**src/rtl/alu_op_sequencer.sv**
```systemverilog
// alu_op_sequencer: accepts one ALU command at a time over a valid/ready port,
// drives registered operands to the ALU, waits the ALU's fixed latency,
// captures the result and returns it over a valid/ready response port.
// Illegal func codes are answered at once with an error response, and the
// ALU operands are left untouched.
module alu_op_sequencer #(
    parameter int N        = 10,
    parameter int FUNC_W   = 5,
    parameter int NUM_FUNC = 16,
    parameter int LAT      = 1
) (
    input  logic              clk,
    input  logic              rst_n,
    input  logic              cmd_valid,
    output logic              cmd_ready,
    input  logic [N-1:0]      cmd_a,
    input  logic [N-1:0]      cmd_b,
    input  logic [FUNC_W-1:0] cmd_func,
    output logic [N-1:0]      alu_a,
    output logic [N-1:0]      alu_b,
    output logic [FUNC_W-1:0] alu_func,
    input  logic [N*N-1:0]    alu_f,
    output logic              rsp_valid,
    input  logic              rsp_ready,
    output logic [N*N-1:0]    rsp_f,
    output logic              rsp_err,
    output logic [15:0]       op_count
);

    // Wide enough to hold LAT; at least one bit so LAT=0 still elaborates.
    localparam int CNT_W = (LAT > 1) ? $clog2(LAT + 1) : 1;
    // One extra bit so NUM_FUNC = 2**FUNC_W (every code legal) is representable.
    localparam logic [FUNC_W:0] NUM_FUNC_W = (FUNC_W + 1)'(NUM_FUNC);

    typedef enum logic [1:0] {
        ST_IDLE = 2'd0,
        ST_WAIT = 2'd1,
        ST_RESP = 2'd2
    } state_t;

    state_t              state_q, state_d;
    logic [CNT_W-1:0]    cnt_q, cnt_d;
    logic [N-1:0]        alu_a_q, alu_a_d;
    logic [N-1:0]        alu_b_q, alu_b_d;
    logic [FUNC_W-1:0]   alu_func_q, alu_func_d;
    logic [N*N-1:0]      rsp_f_q, rsp_f_d;
    logic                rsp_err_q, rsp_err_d;
    logic [15:0]         op_count_q, op_count_d;
    logic                func_legal;

    assign func_legal = ({1'b0, cmd_func} < NUM_FUNC_W);

    // Next-state and datapath updates for the IDLE -> WAIT -> RESP sequence.
    always_comb begin
        // NOTE: every signal gets a hold-value default first, so no branch can leave one unassigned and infer a latch.
        state_d    = state_q;
        cnt_d      = cnt_q;
        alu_a_d    = alu_a_q;
        alu_b_d    = alu_b_q;
        alu_func_d = alu_func_q;
        rsp_f_d    = rsp_f_q;
        rsp_err_d  = rsp_err_q;
        op_count_d = op_count_q;

        case (state_q)
            ST_IDLE: begin
                if (cmd_valid) begin
                    if (func_legal) begin
                        alu_a_d    = cmd_a;
                        alu_b_d    = cmd_b;
                        alu_func_d = cmd_func;
                        cnt_d      = CNT_W'(LAT);
                        state_d    = ST_WAIT;
                    end else begin
                        // Answer immediately; the ALU keeps its previous operands.
                        rsp_f_d   = '0;
                        rsp_err_d = 1'b1;
                        state_d   = ST_RESP;
                    end
                end
            end
            ST_WAIT: begin
                if (cnt_q != '0) begin
                    cnt_d = cnt_q - CNT_W'(1);
                end else begin
                    rsp_f_d   = alu_f;
                    rsp_err_d = 1'b0;
                    state_d   = ST_RESP;
                end
            end
            ST_RESP: begin
                if (rsp_ready) begin
                    op_count_d = op_count_q + 16'd1;
                    state_d    = ST_IDLE;
                end
            end
            default: state_d = ST_IDLE;
        endcase
    end

    // State and datapath registers; reset drops any in-flight command.
    always_ff @(posedge clk or negedge rst_n) begin
        if (!rst_n) begin
            state_q    <= ST_IDLE;
            cnt_q      <= '0;
            alu_a_q    <= '0;
            alu_b_q    <= '0;
            alu_func_q <= '0;
            rsp_f_q    <= '0;
            rsp_err_q  <= 1'b0;
            op_count_q <= '0;
        end else begin
            // NOTE: non-blocking assignments so every flop samples its pre-edge value, independent of statement order.
            state_q    <= state_d;
            cnt_q      <= cnt_d;
            alu_a_q    <= alu_a_d;
            alu_b_q    <= alu_b_d;
            alu_func_q <= alu_func_d;
            rsp_f_q    <= rsp_f_d;
            rsp_err_q  <= rsp_err_d;
            op_count_q <= op_count_d;
        end
    end

    // cmd_ready follows the state, so it reads 1 while reset holds the FSM in IDLE.
    assign cmd_ready = (state_q == ST_IDLE);
    assign rsp_valid = (state_q == ST_RESP);
    assign alu_a     = alu_a_q;
    assign alu_b     = alu_b_q;
    assign alu_func  = alu_func_q;
    assign rsp_f     = rsp_f_q;
    assign rsp_err   = rsp_err_q;
    assign op_count  = op_count_q;

endmodule

```
**config.mk**
```make
export PLATFORM = sky130hd
export DESIGN_NAME = alu_op_sequencer
export DESIGN_NICKNAME = d
export VERILOG_FILES = /design/src/rtl/alu_op_sequencer.sv
export SDC_FILE = /design/constraint.sdc
export NUM_CORES = 1
export LEC_CHECK = 0
export ABC_AREA = 1
export CAP_MARGIN = 20
export CORE_MARGIN = 4
export CORE_UTILIZATION = 37
export DETAILED_ROUTE_END_ITERATION = 7
export GPL_TIMING_DRIVEN = 0
export PLACE_DENSITY = 0.77
export SLEW_MARGIN = 25
export SYNTH_ARGS = -nofsm -noshare
export SYNTH_HDL_FRONTEND = slang
export SYNTH_SLANG_ARGS = --single-unit
```
**constraint.sdc**
```tcl
create_clock -name clk -period 1.4 [get_ports clk]
set_clock_uncertainty 0.1 [all_clocks]
set_input_delay 0.28 -clock clk [delete_from_list [all_inputs] [get_ports clk]]
set_output_delay 0.28 -clock clk [all_outputs]
set_load 0.01 [all_outputs]
```
==> metrics.cfg <==
[synthesis]
syn_area_um2=5730
yosysUniqueCellTypes=22
synth-async-reset-ratio=1.00
synth_edf_count=0
synth-seq-cells=145
yosysWarnings=0
synth_ff_type=dfrtp_1
yosysSeqAreaShare=0.633
synth_top_area_frac=0.633
syn_inst=644
syn_nets=774
synth.largest_area_cell=dfrtp_1
syn_avg_cell_area_um2=8.90
netlist_top_cells_area=dfrtp_1 63%, nand2_1 23%, inv_1 2.6%
yosys-top-cells-count=354 x nand2_1, 145 x dfrtp_1, 40 x inv_1, 26 x o21ai_0, 13 x nor2_1
yosysMostFrequentCell=nand2_1

[sta]
hold_viol=0
min_period_over_period=1.14
clock.fmax_mhz=626
period_needed_ns=1.60
setup_slack_ns=-0.198
maxSlewHeadroom=0.714
totalNegativeSetupSlack_ns=-14.87
finalSetupViolCount=137
grt_setup_unrepaired=true
finalMaxSlewViolations=0
worst_slew_pin_slew_ns=0.426

[power_and_ir_drop]
power_density_nw_per_um2=2140
swShare=0.352
power_frac_comb=0.401
vdd_drop_max_v=0.00113
clkPwrFrac=0.250
power.leakage_uw=0.00533
seqPwrFrac=0.349
internal_power_uw=13500
p_sw_uw=7320

[drt]
ant_nets=0
avgRoutedWirePerCell_um=15.6
drt_iter0_drc=320
first_pass_iters=6
routed_wl_um=18500
route.detailed.drc=0
viasPerCell=4.56
vias=5398

[die]
start_util=0.377
die_x_um=132
io_pins=273
row_count=45
core_um2=15200
die_h_um=132
dieArea_um2=17600

[cts]
htreeDepth=4
root_buffer=clkbuf_16
cts_sinks=145
insertion_delay_ns=0.42
cts.clk_slew.worst_paths_ns=0.06
cts_tree=built
cts_buffers=17
clockBufferDepth=2

[critical_path]
critical_path.endpoint_type=flip-flop
ff2ff_setup_slack_ns=-0.20
crit_top_cell=nand2_1
cp.required_ns=1.65
path_class=reg2reg
crit_buf_inv=5
timing.rr.end=rsp_f[97]
slowest_stage=dfrtp_2
slowest_delay_ns=0.40
start_kind=flip-flop
arrival_ns=1.85
worst-r2r-cell-count=9
cp_top_family=buffers and inverters
cp_cell_sequence=buf_6 > buf_4 > o21ai_4 > nor2_4 > inv_4 > buf_12 > clkbuf_16 > nand2_1 > nand2_1
rr_startpoint=state_q[0]
crit_fanout=9

[final_layout]
area_delta_synth_final_pct=69.5
fillCellCount=1254
fin_area_um2=9720
diodes=0
drive_gt1_frac=0.323
nets=1114

[grt]
globalRouteTotalUtil=0.200
grt-ovfl-total=0
grt_max_degree=77
grt_pass1_wl_um=27700
grt_pass1_vias=5403
antenna_found_initial=0

[flow_run]
max-cap-violations=0

[placement]
place_hpwl_um=12300
routabilityCongestion=0.826
numPortBuffers=272
postPlaceCellArea_um2=8730

[status]
status=finished with violations
failed_checks=setup timing

[hold_path]
hold_path_class=in2async

power by group through the flow:
stage               combinational (µW)  sequential (µW)  clock, µW
detailed placement                8390             7210          0
floorplan                         2310             8040          0
finish                            8350             7270       5210
global placement                  8280             7160          0
global route                      9060             7530       5460
CTS                               7680             7130       5270
worst reg2reg max path, stage by stage (launching register included):
cell and delay (ns):
dfrtp_2 0.40, buf_6 0.14, buf_4 0.14, o21ai_4 0.16, nor2_4 0.06, inv_4 0.08
buf_12 0.17, clkbuf_16 0.17, nand2_1 0.04, nand2_1 0.07
cell type report:
class	count	area, µm²	area share
clock inverter	12	229	0.0236
clock buffer	20	447	0.0460
buffer	27	340	0.0350
multi-input combinational	429	2030	0.209
timing repair buffer	321	2630	0.271
sequential	145	3630	0.374
inverter	43	169	0.0174
tap	188	235	0.0242
cell usage in the layout (no fill, tap or decap), types with 6 or more instances in the layout:
cell type and n:
buf_2 136, dfrtp_1 141, nand2_1 315, o21ai_1 15, buf_6 20, buf_4 33, nand2_2 29, o21ai_2 11
bufinv_16 6, nand3_1 6, clkbuf_16 24, nor2_1 10, inv_1 40, buf_8 13, nand2_4 10, clkdlybuf4s50_1 127
kinds of logic (layout without fill, tap and decap cells):
kind of cell,after synthesis,count (layout),synth area share
AND/OR/NAND/NOR,389,389,0.262
adder cells (fa/ha/maj),1,1,0.00218
flip-flops,145,145,0.633
multiplexers,1,1,0.00196
XOR/XNOR,9,9,0.0137
buffers and inverters,70,423,0.0613
AO/OA/AOI/OAI,29,29,0.0257
registers in the layout, summed over array words and instances (netlist names):
| name | cells |
|---|---|
| alu_func | 5 |
| state_q | 2 |
| alu_a | 10 |
| alu_b | 10 |
| rsp_err | 1 |
| cnt_q | 1 |
| op_count | 16 |
| rsp_f | 100 |
what timing repair did:
item | 4_1_cts | 5_1_grt
gates cloned | 5 | 6
setup endpoints to repair | 283 | 190
setup buffers | 30 | 10
pin swaps | 4 | 16
hold buffers | 1 | 0
hold endpoints to repair | 69 | 0
gates resized for setup | 678 | 88
metal layers:
| layer | track usage | wire [µm] | up-vias |
|---|---|---|---|
| li1 | - | - | 2647 |
| met1 | 0.230 | 7240 | 2528 |
| met2 | 0.348 | 9580 | 192 |
| met3 | 0.0654 | 1220 | 31 |
| met4 | 0.0745 | 418 | 0 |
| met5 | 0 | 0 | - |
worst max-delay path by stage:
stage / to / depth (start not counted) / from
floorplan: op_count[8] / 6 / op_count[0]
global placement: rsp_f[81] / 1 / rst_n
detailed placement: op_count[15] / 6 / rsp_ready
CTS: rsp_f[59] / 10 / state_q[0]
global route: rsp_f[97] / 9 / state_q[0]
finish: rsp_f[97] / 9 / state_q[0]
per-stage QoR:
| stage | hold WS (ns) | util | total power (µW) | instances | worst slack (ns) |
|---|---|---|---|---|---|
| 6_report | 0.266 | 0.639 | 20800 | 1185 | -0.198 |
| 5_1_grt | 0.282 | 0.639 | 22000 | 1185 | -0.273 |
| 4_1_cts | 0.277 | 0.611 | 20100 | 1173 | -0.231 |
| 3_5_place_dp | 0.179 | 0.574 | 15600 | 1105 | -0.531 |
| 3_3_place_gp | 0.353 | 0.572 | 15400 | 1104 | -6.00 |
| 2_1_floorplan | -0.116 | - | 10300 | 644 | -0.0174 |
No activity file was read; power rests on OpenSTA's default activity.
